**config.mk**
```make
export PLATFORM = sky130hd
export DESIGN_NAME = tick_sched_ctrl_flat
export DESIGN_NICKNAME = d
export VERILOG_FILES = /design/src/rtl/tick_sched_ctrl_if.sv /design/src/rtl/tick_sched_ctrl.sv /design/src/flat_wrapper.sv
export SDC_FILE = /design/constraint.sdc
export NUM_CORES = 1
export LEC_CHECK = 0
export CORE_UTILIZATION = 50
export CTS_CLUSTER_SIZE = 30
export DETAILED_ROUTE_END_ITERATION = 12
export PLACE_DENSITY_LB_ADDON = 0.05
export SKIP_CTS_REPAIR_TIMING = 1
export SLEW_MARGIN = 20
export SYNTH_ARGS = -nofsm -noshare
export SYNTH_HDL_FRONTEND = slang
export SYNTH_SLANG_ARGS = --single-unit
```
**constraint.sdc**
```tcl
create_clock -name clk -period 2.15 [get_ports clk]
set_input_delay 0.43 -clock clk [delete_from_list [all_inputs] [get_ports clk]]
set_output_delay 0.43 -clock clk [all_outputs]
set_load 0.01 [all_outputs]
```
**src/rtl/tick_sched_ctrl_if.sv**
```systemverilog
// tick_sched_ctrl_if
//   Control/tick bundle between the rate scheduler and its consumers.
//   master : drives go/clr/adjust, observes ticks and run status.
//   slave  : the scheduler; samples controls, drives ticks and status.
//   go, clr       single-cycle control pulses
//   adjust        level, held high to stay in ADJUST
//   tick_refresh  display refresh enable
//   tick_2hz      gated 2 Hz enable
//   tick_1hz      gated 1 Hz enable
//   blink         adjust-mode blink level
//   running       1 iff state is RUN
//   state         00 IDLE, 01 RUN, 10 PAUSE, 11 ADJUST
interface tick_sched_ctrl_if;
  logic       go;
  logic       clr;
  logic       adjust;
  logic       tick_refresh;
  logic       tick_2hz;
  logic       tick_1hz;
  logic       blink;
  logic       running;
  logic [1:0] state;

  modport master (
    output go, clr, adjust,
    input  tick_refresh, tick_2hz, tick_1hz, blink, running, state
  );

  modport slave (
    input  go, clr, adjust,
    output tick_refresh, tick_2hz, tick_1hz, blink, running, state
  );
endinterface

```
**src/rtl/tick_sched_ctrl.sv**
```systemverilog
// tick_sched_ctrl
//   Rate scheduler for the clock-divider datapath. A free-running refresh
//   counter produces tick_refresh; a gated slow counter produces the 2 Hz
//   event, from which tick_1hz (RUN) and blink (ADJUST) are derived. A
//   run-control FSM (IDLE/RUN/PAUSE/ADJUST) decides which ticks pass.
//   Ports:
//     clk  system clock, posedge
//     rst  synchronous active-low reset
//     bus  tick_sched_ctrl_if.slave (controls in, ticks/status out)
//   Build option: define TICK_SCHED_BLINK_EN to implement blink; otherwise
//   blink is tied low and its flop is omitted.
//   All outputs are registers; ticks reflect the pre-transition state.
module tick_sched_ctrl #(
  parameter int DIV_REFRESH = 10000,
  parameter int DIV_2HZ     = 50000000,
  parameter int CNT_W       = 26
) (
  input  logic               clk,
  input  logic               rst,
  tick_sched_ctrl_if.slave   bus
);
  typedef enum logic [1:0] {IDLE = 2'b00, RUN = 2'b01, PAUSE = 2'b10, ADJ = 2'b11} state_t;

  localparam int RW = (DIV_REFRESH > 1) ? $clog2(DIV_REFRESH) : 1;
  localparam logic [RW-1:0]    REF_MAX  = RW'(DIV_REFRESH - 1);
  localparam logic [CNT_W-1:0] SLOW_MAX = CNT_W'(DIV_2HZ - 1);

  state_t           st, st_nxt;
  logic [RW-1:0]    ref_cnt;
  logic [CNT_W-1:0] slow_cnt, slow_nxt;
  logic             half, half_nxt;
  logic             t_ref, t_2hz, t_1hz, run_q;
  logic             t_2hz_nxt, t_1hz_nxt;
  logic             wrap, ticking, adj_entry, adj_exit;

  assign wrap      = (slow_cnt == SLOW_MAX);
  assign ticking   = (st == RUN) || (st == ADJ);
  assign adj_entry = (st != ADJ) && (st_nxt == ADJ);
  assign adj_exit  = (st == ADJ) && (st_nxt != ADJ);

  // state register
  always_ff @(posedge clk) begin
    if (!rst) st <= IDLE;
    else      st <= st_nxt;
  end

  // next state: clr > adjust > go
  always_comb begin
    st_nxt = st;
    if (bus.clr)         st_nxt = IDLE;
    else if (bus.adjust) st_nxt = ADJ;
    else begin
      case (st)
        IDLE:    if (bus.go) st_nxt = RUN;
        RUN:     if (bus.go) st_nxt = PAUSE;
        PAUSE:   if (bus.go) st_nxt = RUN;
        default: st_nxt = PAUSE;
      endcase
    end
  end

  // output/datapath next values; gating uses the current state so a tick
  // coinciding with a transition still follows the state it was earned in
  always_comb begin
    slow_nxt  = slow_cnt;
    half_nxt  = half;
    t_2hz_nxt = wrap && ticking && !bus.clr;
    t_1hz_nxt = wrap && (st == RUN) && half && !bus.clr;
    if (bus.clr || adj_entry || adj_exit || st == IDLE) slow_nxt = '0;
    else if (ticking) slow_nxt = wrap ? '0 : slow_cnt + 1'b1;
    if (bus.clr || adj_exit || st == IDLE) half_nxt = 1'b0;
    else if (st == RUN && wrap)            half_nxt = ~half;
  end

  // refresh chain runs in every state
  always_ff @(posedge clk) begin
    if (!rst) begin
      ref_cnt <= '0;
      t_ref   <= 1'b0;
    end else begin
      ref_cnt <= (ref_cnt == REF_MAX) ? '0 : ref_cnt + 1'b1;
      t_ref   <= (ref_cnt == REF_MAX);
    end
  end

  always_ff @(posedge clk) begin
    if (!rst) begin
      slow_cnt <= '0;
      half     <= 1'b0;
      t_2hz    <= 1'b0;
      t_1hz    <= 1'b0;
      run_q    <= 1'b0;
    end else begin
      slow_cnt <= slow_nxt;
      half     <= half_nxt;
      t_2hz    <= t_2hz_nxt;
      t_1hz    <= t_1hz_nxt;
      run_q    <= (st_nxt == RUN);
    end
  end

`ifdef TICK_SCHED_BLINK_EN
  logic blink_q;
  // blink only survives while staying in ADJUST; entry and exit force 0
  always_ff @(posedge clk) begin
    if (!rst)                            blink_q <= 1'b0;
    else if (st == ADJ && st_nxt == ADJ) blink_q <= blink_q ^ (wrap && !bus.clr);
    else                                 blink_q <= 1'b0;
  end
  assign bus.blink = blink_q;
`else
  assign bus.blink = 1'b0;
`endif

  assign bus.tick_refresh = t_ref;
  assign bus.tick_2hz     = t_2hz;
  assign bus.tick_1hz     = t_1hz;
  assign bus.running      = run_q;
  assign bus.state        = st;
endmodule
```
**src/flat_wrapper.sv**
```systemverilog
// flat-port wrapper written by rule: the top's interface ports become plain ports
module tick_sched_ctrl_flat 
#(
  parameter int DIV_REFRESH = 10000,
  parameter int DIV_2HZ     = 50000000,
  parameter int CNT_W       = 26
)
  (clk, rst, bus_go, bus_clr, bus_adjust, bus_tick_refresh, bus_tick_2hz, bus_tick_1hz, bus_blink, bus_running, bus_state);
  tick_sched_ctrl_if bus_i ();
  input  logic clk;
  input  logic rst;
  input wire logic [$bits(bus_i.go)-1:0] bus_go;
  input wire logic [$bits(bus_i.clr)-1:0] bus_clr;
  input wire logic [$bits(bus_i.adjust)-1:0] bus_adjust;
  output wire logic [$bits(bus_i.tick_refresh)-1:0] bus_tick_refresh;
  output wire logic [$bits(bus_i.tick_2hz)-1:0] bus_tick_2hz;
  output wire logic [$bits(bus_i.tick_1hz)-1:0] bus_tick_1hz;
  output wire logic [$bits(bus_i.blink)-1:0] bus_blink;
  output wire logic [$bits(bus_i.running)-1:0] bus_running;
  output wire logic [$bits(bus_i.state)-1:0] bus_state;
  assign bus_i.go = bus_go;
  assign bus_i.clr = bus_clr;
  assign bus_i.adjust = bus_adjust;
  assign bus_tick_refresh = bus_i.tick_refresh;
  assign bus_tick_2hz = bus_i.tick_2hz;
  assign bus_tick_1hz = bus_i.tick_1hz;
  assign bus_blink = bus_i.blink;
  assign bus_running = bus_i.running;
  assign bus_state = bus_i.state;
  tick_sched_ctrl #(.DIV_REFRESH(DIV_REFRESH), .DIV_2HZ(DIV_2HZ), .CNT_W(CNT_W)) u_core (.clk(clk), .rst(rst), .bus(bus_i));
endmodule
```
==> metrics.md, run 1 <==
| Metric | Value |
|---|---|
| Status | `complete, no violations` |
| Final wirelength | `~4300 µm` |
| CP Capture Point | `u_core.slow_cnt[22]$_SDFFE_PP0N_` |
| GR Util met1 | `27.7%` |
| Max-slew violations | `0` |
| Initial Util | `53.4%` |
| Post-synth EDFFs | `0` |
| Reg2reg setup slack | `0.23 ns` |
| Finished Core Util | `between 60 and 70%` |
| Sequential share of the synthesized area | `between 40% and 50%` |
| FF+latch count, synth | `between 40 and 50` |
| CTS Buffer Depth | `2` |
| Final Hold Fails | `0` |
| DR WL/cell | `between 10 and 15 µm` |
| Root Buffer Master | `clkbuf_8` |
| Yosys warns | `0` |
| Net count, final | `~290` |
| Hold Path Class | `reg -> reg` |
| DR vias/cell | `roughly 5.5` |
| Core area | `between 4000 and 5000 µm²` |
| Post-synth top flop | `dfxtp_1` |
| First-pass GRT wire length | `around 7500 µm` |
| Slew @ Worst Pin | `a little over 0.6 ns` |
| Number of cells in the finished layout apart from fillers | `between 300 and 400` |
| Synthesized area per cell | `8.36 µm²` |
| CTS tree | `yes` |
| Setup Skew | `between 0.005 and 0.006 ns` |
| DRC errors left | `0` |
| Final Setup Violations | `0` |
| Vias in the first global route | `1678` |
| Commonest cells after routing, fill and taps aside | `dfxtp_1 (47), nor2_1 (44), nand2_1 (22)` |
| GR Util met3 | `~3.5%` |
| Commonest non-fill, non-tap cell in the layout | `dfxtp_1` |
| Cells on worst reg2reg path | `5` |
| Clock sink count | `47` |
| Reg2reg end | `u_core.slow_cnt[22]$_SDFFE_PP0N_` |
| Final min period | `1.92 ns` |
| Area delta synth->final | `13.0%` |
| Antenna diode count | `0` |
| Cell Area, Synth | `approximately 2200 µm²` |
| Max VDD drop | `0.330 mV` |
| Post-Synthesis Cells | `approximately 260` |
| R2R Path Start | `u_core.slow_cnt[7]$_SDFFE_PP0N_` |
| H-tree lvl count | `2` |
| Pwr/cell area | `about 600 nW/µm²` |
| Total gr overflow | `0` |
| Synth cell types | `between 40 and 50` |
| Crit. Startpoint | `u_core.slow_cnt[7]$_SDFFE_PP0N_` |
| Peak fanout along the critical path | `8` |
| Worst skew pair latency | `about 0.29 ns` |
| Die H | `about 68 µm` |
| Input/output buffers | `10` |
| Leakage power total | `just over 0.8 nW` |
| DR iter-0 viols | `103` |
| GP Congestion | `0.837` |
| Number of vias in the routed layout | `1803` |
| Gr busiest metal | `met2` |
| CP Capture Type | `flop` |
| Std-Cell Rows | `23` |
| CP required | `about 2.3 ns` |
| Post-synth ARST share | `0%` |
| Die area | `~4600 µm²` |
| Die X-Extent | `~68 µm` |
| Layout cell share with drive strength beyond 1 | `about 7.5%` |
| Total GRT Usage | `a little over a fifth` |
| Hpwl dp | `approximately 3200 µm` |
| RSZ-0062 raised after global routing | `no` |
| Antenna violations before repair | `0` |
| Total CTS buffers | `5` |
| Num ports | `12` |
| Mapped Nets | `~270` |
| Largest net degree at the start of global routing | `17` |
| Clock transition at path regs | `~0.080 ns` |
| Startpoint types | `flop` |
| GRT met2 Usage | `approximately a third` |
| Initial DRT Pass Iterations | `4` |
| Critical path type | `reg -> reg` |
| Worst slew margin | `59.4%` |
| Crit path DAT | `roughly 2.1 ns` |
| Antenna Nets Post-Route | `0` |
| Placed cells | `approximately 320` |
| Final worst-path cycle share | `between 80% and 90%` |
| Total negative slack | `0 ns` |
| Fmax achieved | `521 MHz` |
| Max-cap viol count | `0` |
==> critical path, cell delays in order, from the launching register on <==
cell and delay, ns:
dfxtp_1 0.36, or4b_1 0.51, nor3_1 0.18, and3_1 0.37
a21o_1 0.30, nor2_1 0.08
==> cells in the mapped netlist (all sizes together) (3+ instances only) <==
| cell type | instances | area [µm²] |
|---|---|---|
| nand2 | 22 | 82.6 |
| clkbuf | 3 | 11.3 |
| a31oi | 5 | 31.3 |
| nor2 | 44 | 165 |
| xnor2 | 13 | 114 |
| xor2 | 14 | 123 |
| a21oi | 9 | 45.0 |
| inv | 10 | 37.5 |
| and3 | 10 | 62.6 |
| nor4 | 7 | 50.1 |
| dfxtp | 47 | 941 |
| and4 | 4 | 35.0 |
| nor3 | 7 | 35.0 |
| nand3 | 15 | 75.1 |
| nand4 | 14 | 93.8 |
| o21ai | 5 | 25.0 |
| buf | 6 | 30.0 |
==> how the worst min path moves through the flow <==
stage,startpoint,end,cells after the start
after detailed placement,u_core.ref_cnt[0]$_SDFF_PP0_,u_core.ref_cnt[0]$_SDFF_PP0_,1
after CTS,u_core.half$_SDFFE_PP0P_,u_core.bus.tick_1hz$_SDFF_PN0_,2
final,u_core.ref_cnt[0]$_SDFF_PP0_,u_core.ref_cnt[0]$_SDFF_PP0_,1
after floorplan,u_core.ref_cnt[0]$_SDFF_PP0_,u_core.ref_cnt[0]$_SDFF_PP0_,1
after global placement,u_core.ref_cnt[0]$_SDFF_PP0_,u_core.ref_cnt[0]$_SDFF_PP0_,1
after global routing,u_core.half$_SDFFE_PP0P_,u_core.bus.tick_1hz$_SDFF_PN0_,2
==> metal layers <==
layer / part of all wire (%) / vias up
li1: - / 957
met1: 51 / 813
met2: 45 / 26
met3: 2.5 / 7
met4: 1.5 / 0
met5: 0 / -
==> cell families (layout without fill, tap and decap cells) <==
family,after synthesis,in the layout,synth area share [%]
and+or+nand+nor,135,135,31.9
xor gates and xnor gates,27,27,10.8
other,1,1,0.172
AOI/OAI and AO/OA,29,29,8.66
DFF,47,47,43.1
buffers and inverters,19,37,3.61
adders and majority gates,2,2,1.15
muxes,1,1,0.516
==> where the power goes <==
part | internal (mW) | switching (mW) | total, mW
registers | 0.877 | 0.00752 | 0.885
clock network | 0.252 | 0.267 | 0.520
logic | 0.0280 | 0.0367 | 0.0647
==> stage by stage <==
stage | cell area [µm²] | hold WS (ns) | power (mW) | setup WS, ns
after floorplan | 2180 | 0.430 | 0.942 | 0.398
after global placement | 2380 | 0.448 | 0.970 | 0.173
after detailed placement | 2380 | 0.461 | 0.971 | 0.143
after CTS | 2460 | 0.478 | 1.49 | 0.216
after global routing | 2460 | 0.505 | 1.53 | 0.0218
final | 2460 | 0.474 | 1.47 | 0.232
==> registers in the layout, summed over array words and instances, names as in the netlist <==
signal / cells
u_core.bus.tick_1hz: 1
u_core.bus.tick_2hz: 1
u_core.bus.running: 1
u_core.bus.state: 2
u_core.half: 1
u_core.bus.tick_refresh: 1
u_core.ref_cnt: 14
u_core.slow_cnt: 26
==> cell type report <==
type / instances / area, µm²
inverters: 10 / 37.5
flip-flops and latches: 47 / 941
clock buffers: 6 / 82.6
fillers: 388 / 1620
repair buffers: 20 / 175
clock inverters: 1 / 5.00
multi-input cells: 195 / 1160
well taps: 50 / 62.6
Note: power is estimated with default switching activity, not from simulation.
==> inputs of run 2 (changes only) <==
--- a/config.mk
+++ b/config.mk
@@ -5,6 +5,7 @@
 export SDC_FILE = /design/constraint.sdc
 export NUM_CORES = 1
 export LEC_CHECK = 0
+export CORE_MARGIN = 2
 export CORE_UTILIZATION = 50
 export CTS_CLUSTER_SIZE = 30
 export DETAILED_ROUTE_END_ITERATION = 12
==> metrics.md, run 2 (same netlist as run 1, synthesis figures left out) <==
| Metric | Value |
|---|---|
| Status | `complete, no violations` |
| Total CTS buffers | `5 (unchanged)` |
| Final Hold Fails | `0 (unchanged)` |
| Initial DRT Pass Iterations | `4 (unchanged)` |
| Worst slew margin | `63.9% (+4.5 points)` |
| # fillers | `389 (+0.26%)` |
| Largest register FFs | `26 (unchanged)` |
| DR iter-0 viols | `73 (-29%)` |
| Leakage power total | `0.863 nW (+4.3%)` |
| DRC errors left | `0 (unchanged)` |
| CTS tree | `yes` |
| Reg2reg setup slack | `0.22 ns (about the same)` |
| Antenna diode count | `0 (unchanged)` |
| Cell Area, Placed | `2450 µm² (+2.9%)` |
| Critical path type | `reg -> reg` |
| Die H | `70.0 µm (+2.9%)` |
| Commonest cells after routing, fill and taps aside | `dfxtp_1 (47), nor2_1 (44), nand2_1 (22)` |
| GP Congestion | `0.862 (+3.0%)` |
| Layout cell share with drive strength beyond 1 | `9.76% (+2.2 points)` |
| Final Setup Violations | `0 (unchanged)` |
| CP max-delay cell | `or4b_1` |
| Number of vias in the routed layout | `1891 (+4.9%)` |
| Final min period | `1.93 ns (+0.0118 ns)` |
| Input/output buffers | `10 (unchanged)` |
| Hold Path Class | `reg -> reg` |
| Max-slew violations | `0 (unchanged)` |
| Clock power frac | `33.5% (-1.9 points)` |
| Largest register by flop count | `u_core.slow_cnt` |
| Initial Util | `51.1% (-2.2 points)` |
| Crit-path max cell delay | `0.52 ns (about the same)` |
| Total gr overflow | `0 (unchanged)` |
| CP required | `2.33 ns (about the same)` |
| Core area | `4260 µm² (+4.3%)` |
| H-tree lvl count | `2 (unchanged)` |
| Antenna violations before repair | `0 (unchanged)` |
| First-pass GRT wire length | `7950 µm (+6.3%)` |
| Switch share | `21.6% (+0.42 points)` |
| Antenna Nets Post-Route | `0 (unchanged)` |
| Gate power share | `4.8% (+0.4 points)` |
| Hold path cells | `1 (unchanged)` |
| Slew @ Worst Pin | `0.536 ns (-0.0680 ns)` |
| Vias in the first global route | `1786 (+6.4%)` |
| Clock transition at path regs | `0.08 ns (about the same)` |
| Root Buffer Master | `clkbuf_8` |
| Pwr/cell area | `570 nW/µm² (-4.4%)` |
| Max VDD drop | `0.299 mV (-9.4%)` |
| DR WL/cell | `13.2 µm (+1.1%)` |
| Number of cells in the finished layout apart from fillers | `339 (+3.0%)` |
| Flop pwr share | `61.7% (+1.5 points)` |
| Commonest non-fill, non-tap cell in the layout | `dfxtp_1` |
| NetSw | `0.311 mW (-0.33%)` |
| Pint | `1.13 mW (-2.8%)` |
| R2R Path Start | `u_core.slow_cnt[24]$_SDFFE_PP0N_` |
| Crit. Startpoint | `u_core.slow_cnt[24]$_SDFFE_PP0N_` |
| Post-route cell area | `2520 µm² (+2.2%)` |
| Final worst-path cycle share | `89.7% (+0.55 points)` |
| Largest net degree at the start of global routing | `13 (-4)` |
| Num ports | `12 (unchanged)` |
| Die area | `4910 µm² (+6.0%)` |
| Cells on worst reg2reg path | `5 (unchanged)` |
| Peak fanout along the critical path | `8 (unchanged)` |
| Crit-path cells | `or4b_1, nor3_1, and3_1, a21o_1, nor2_1` |
| Crit path DAT | `2.11 ns (about the same)` |
| Net count, final | `295 (+3.1%)` |
| RSZ-0062 raised after global routing | `no` |
| Hpwl dp | `3400 µm (+7.5%)` |
| Clock sink count | `47 (unchanged)` |
| Setup Skew | `0.00469 ns (-0.000309 ns)` |
| Die X-Extent | `70.0 µm (+2.9%)` |
| CTS Buffer Depth | `2 (unchanged)` |
| Final wirelength | `4460 µm (+4.2%)` |
| Area delta synth->final | `15.5%` |
| CP Capture Type | `flop` |
| Footprint of the multi-input gates | `1160 µm² (unchanged)` |
| Total negative slack | `0 ns (unchanged)` |
| DR vias/cell | `5.58 (+1.8%)` |
| Total GRT Usage | `19.8% (-1.6 points)` |
| Fmax achieved | `518 MHz (-0.61%)` |
| Min-delay src | `u_core.ref_cnt[0]$_SDFF_PP0_` |
| Startpoint types | `flop` |
| Sequential cell area | `941 µm² (unchanged)` |
| Max-cap viol count | `0 (unchanged)` |
| Placed cells | `333 (+3.4%)` |
| Worst skew pair latency | `0.29 ns (about the same)` |
| Std-Cell Rows | `24 (+4.3%)` |
| Fin Hold WS | `0.467 ns (-0.00692 ns)` |
run 2: changes by cell type in the layout (fill, tap and decap cells not counted), sizes merged:
cell	before	now
buf	10	19
clkinv	1	0
run 2: power groups by stage:
stage	logic [mW]	clock network (mW)	registers (mW)
floorplan	0.0375	0	0.905
CTS	0.0693	0.501	0.886
global placement	0.0692	0	0.906
global route	0.0779	0.539	0.888
finish	0.0691	0.481	0.886
detailed placement	0.0690	0	0.906
run 2: routing by layer:
| metal | GRT usage [%] | share of wire (%) |
|---|---|---|
| met1 | 26.1 | 47 |
| met2 | 31.9 | 48 |
| met3 | 3.32 | 3.7 |
| met4 | 8.97 | 1.5 |
| met5 | 0 | 0 |
run 2: cell type report:
class	count	area share (%)
clock buffer	6	2.88
inverter	10	1.49
multi-input combinational	195	46.1
sequential	47	37.3
timing repair buffer	29	9.63
tap	52	2.58
run 2: path summary, 6_finish.rpt:
check / endpoint
max: u_core.slow_cnt[24]$_SDFFE_PP0N_
max reg2reg: u_core.slow_cnt[24]$_SDFFE_PP0N_
min: u_core.ref_cnt[0]$_SDFF_PP0_
min reg2reg: u_core.ref_cnt[0]$_SDFF_PP0_
run 2: worst max-delay path: cells and delay by family, from the launching register on:
| family | cells | cell delay [ns] |
|---|---|---|
| AND/OR/NAND/NOR | 4 | 1.17 |
| flip-flops | 1 | 0.33 |
| AO/OA/AOI/OAI | 1 | 0.32 |
run 2: through the flow:
step / setup slack, ns / utilization (%) / power, mW
after floorplan: 0.398 / - / 0.942
after global placement: 0.138 / 57.4 / 0.975
after detailed placement: 0.156 / 57.4 / 0.975
after CTS: 0.204 / 59.1 / 1.46
after global routing: 0.00529 / 59.1 / 1.50
final: 0.220 / 59.1 / 1.44
==> inputs of run 3 (changes only) <==
--- a/config.mk
+++ b/config.mk
@@ -9,6 +9,7 @@
 export CORE_UTILIZATION = 50
 export CTS_CLUSTER_SIZE = 30
 export DETAILED_ROUTE_END_ITERATION = 12
+export MAX_ROUTING_LAYER = met4
 export PLACE_DENSITY_LB_ADDON = 0.05
 export SKIP_CTS_REPAIR_TIMING = 1
 export SLEW_MARGIN = 20
==> metrics.md, run 3 (same netlist as run 1, synthesis figures left out) <==
| Metric | Value |
|---|---|
| CTS tree | `yes` |
| Max VDD drop | `0.299 mV (-0.12%)` |
| Final wirelength | `4470 µm (+0.20%)` |
| Commonest non-fill, non-tap cell in the layout | `dfxtp_1` |
| Max-slew violations | `0 (unchanged)` |
| First-pass GRT wire length | `7970 µm (+0.26%)` |
| Vias in the first global route | `1777 (-0.50%)` |
| Total negative slack | `0 ns (unchanged)` |
| Die area | `4910 µm² (unchanged)` |
| Number of vias in the routed layout | `1882 (-0.48%)` |
| Total gr overflow | `0 (unchanged)` |
| DRC errors left | `0 (unchanged)` |
| Final min period | `1.92 ns (-0.00466 ns)` |
| Tot Pwr | `1.43 mW (-0.24%)` |
| Area delta synth->final | `15.5% (unchanged)` |
| Antenna violations before repair | `0 (unchanged)` |
| Number of cells in the finished layout apart from fillers | `339 (unchanged)` |
| Clock sink count | `47 (unchanged)` |
| R2R Path Start | `u_core.slow_cnt[24]$_SDFFE_PP0N_` |
| Setup Skew | `0.00487 ns (+0.000179 ns)` |
| DR WL/cell | `13.2 µm (+0.20%)` |
| Core area | `4260 µm² (unchanged)` |
| Hpwl dp | `3400 µm (unchanged)` |
| Placed cells | `333 (unchanged)` |
| Reg2reg end | `u_core.slow_cnt[24]$_SDFFE_PP0N_` |
| Input/output buffers | `10 (unchanged)` |
| Pwr/cell area | `569 nW/µm² (-0.24%)` |
| H-tree lvl count | `2 (unchanged)` |
| Startpoint types | `flop` |
| Num ports | `12 (unchanged)` |
| Net count, final | `295 (unchanged)` |
| Root Buffer Master | `clkbuf_8` |
| Initial Util | `51.1% (unchanged)` |
| Largest net degree at the start of global routing | `13 (unchanged)` |
| Worst slew margin | `63.9% (about the same)` |
| Commonest cells after routing, fill and taps aside | `dfxtp_1 (47), nor2_1 (44), nand2_1 (22)` |
| Hold path cells | `1 (unchanged)` |
| Initial DRT Pass Iterations | `4 (unchanged)` |
| Largest register by flop count | `u_core.slow_cnt` |
| Die H | `70.0 µm (unchanged)` |
| GP Congestion | `0.876 (+1.6%)` |
| Total CTS buffers | `5 (unchanged)` |
| Leakage power total | `0.863 nW (unchanged)` |
| Die X-Extent | `70.0 µm (unchanged)` |
| Clock transition at path regs | `0.08 ns (about the same)` |
| CP Capture Type | `flop` |
| RSZ-0062 raised after global routing | `no` |
| Layout cell share with drive strength beyond 1 | `9.76% (unchanged)` |
| Final worst-path cycle share | `89.5% (-0.22 points)` |
| Std-Cell Rows | `24 (unchanged)` |
| Reg2reg setup slack | `0.23 ns (about the same)` |
| CTS Buffer Depth | `2 (unchanged)` |
| Max-cap viol count | `0 (unchanged)` |
| Largest register FFs | `26 (unchanged)` |
| Hold Path Class | `reg -> reg` |
| Cells on worst reg2reg path | `5 (unchanged)` |
| Min-delay src | `u_core.ref_cnt[0]$_SDFF_PP0_` |
| Worst skew pair latency | `0.29 ns (about the same)` |
| CP required | `2.33 ns (about the same)` |
| Peak fanout along the critical path | `8 (unchanged)` |
| Total GRT Usage | `20.5% (+0.68 points)` |
| Pre-CTS setup slack | `0.156 ns (unchanged)` |
| Status | `complete, no violations` |
| Antenna Nets Post-Route | `0 (unchanged)` |
| Worst setup margin | `0.225 ns (+0.00465 ns)` |
| DR iter-0 viols | `71 (-2.7%)` |
| Antenna diode count | `0 (unchanged)` |
| Final Hold Fails | `0 (unchanged)` |
| DR vias/cell | `5.55 (-0.48%)` |
| Final Setup Violations | `0 (unchanged)` |
| Slew @ Worst Pin | `0.536 ns (+0.000238 ns)` |
| Crit path DAT | `2.10 ns (about the same)` |
| Fmax achieved | `519 MHz (+0.24%)` |
| Worst hold endpoint | `u_core.ref_cnt[0]$_SDFF_PP0_` |
| Critical path type | `reg -> reg` |
run 3: cell counts in the layout (fill, tap and decap cells not counted):
No cell type changed its count.
run 3: report_power, final:
group          total (mW)  switching, mW  internal (mW)
clock network       0.478          0.261          0.217
logic              0.0690         0.0378         0.0312
registers           0.886        0.00850          0.877
run 3: how the worst max path moves through the flow:
stage | start | end | slack, ns | depth (start not counted)
CTS | u_core.slow_cnt[24]$_SDFFE_PP0N_ | u_core.slow_cnt[25]$_SDFFE_PP0N_ | 0.20 | 5
floorplan | u_core.bus.state[0]$_SDFF_PN0_ | u_core.slow_cnt[10]$_SDFFE_PP0N_ | 0.40 | 7
global placement | bus_adjust | u_core.slow_cnt[7]$_SDFFE_PP0N_ | 0.14 | 6
detailed placement | bus_adjust | u_core.slow_cnt[7]$_SDFFE_PP0N_ | 0.16 | 6
finish | u_core.slow_cnt[24]$_SDFFE_PP0N_ | u_core.slow_cnt[24]$_SDFFE_PP0N_ | 0.23 | 5
global route | u_core.slow_cnt[0]$_SDFFE_PP0N_ | u_core.slow_cnt[25]$_SDFFE_PP0N_ | 0.005 | 6
run 3: metal layers:
metal	global-route usage, %	share of wire [%]	routed length, µm	vias to the layer above
met5	-	0	0	-
met4	7.05	1.5	68	0
met3	5.05	4.2	189	8
met2	31.9	47	2120	35
met1	26.2	47	2090	866
li1	-	-	-	973
run 3: final cells by class:
| class | count | area [µm²] |
|---|---|---|
| clock buffer | 6 | 72.6 |
| fill | 389 | 1740 |
| inverter | 10 | 37.5 |
| multi-input combinational | 195 | 1160 |
| sequential | 47 | 941 |
| tap | 52 | 65.1 |
| timing repair buffer | 29 | 243 |
run 3: worst max-delay path, cell delays in order (launching register included):
cell and delay, ns:
dfxtp_1 0.33, or4b_1 0.52, nor3_1 0.19, and3_1 0.38, a21o_1 0.32, nor2_1 0.08
run 3: through the flow:
step                      hold WS [ns]  cell area (µm²)  util [%]
after floorplan                  0.430             2180         -
after global placement           0.445             2450      57.4
after detailed placement         0.453             2450      57.4
after CTS                        0.472             2520      59.1
after global routing             0.512             2520      59.1
final                            0.467             2520      59.1
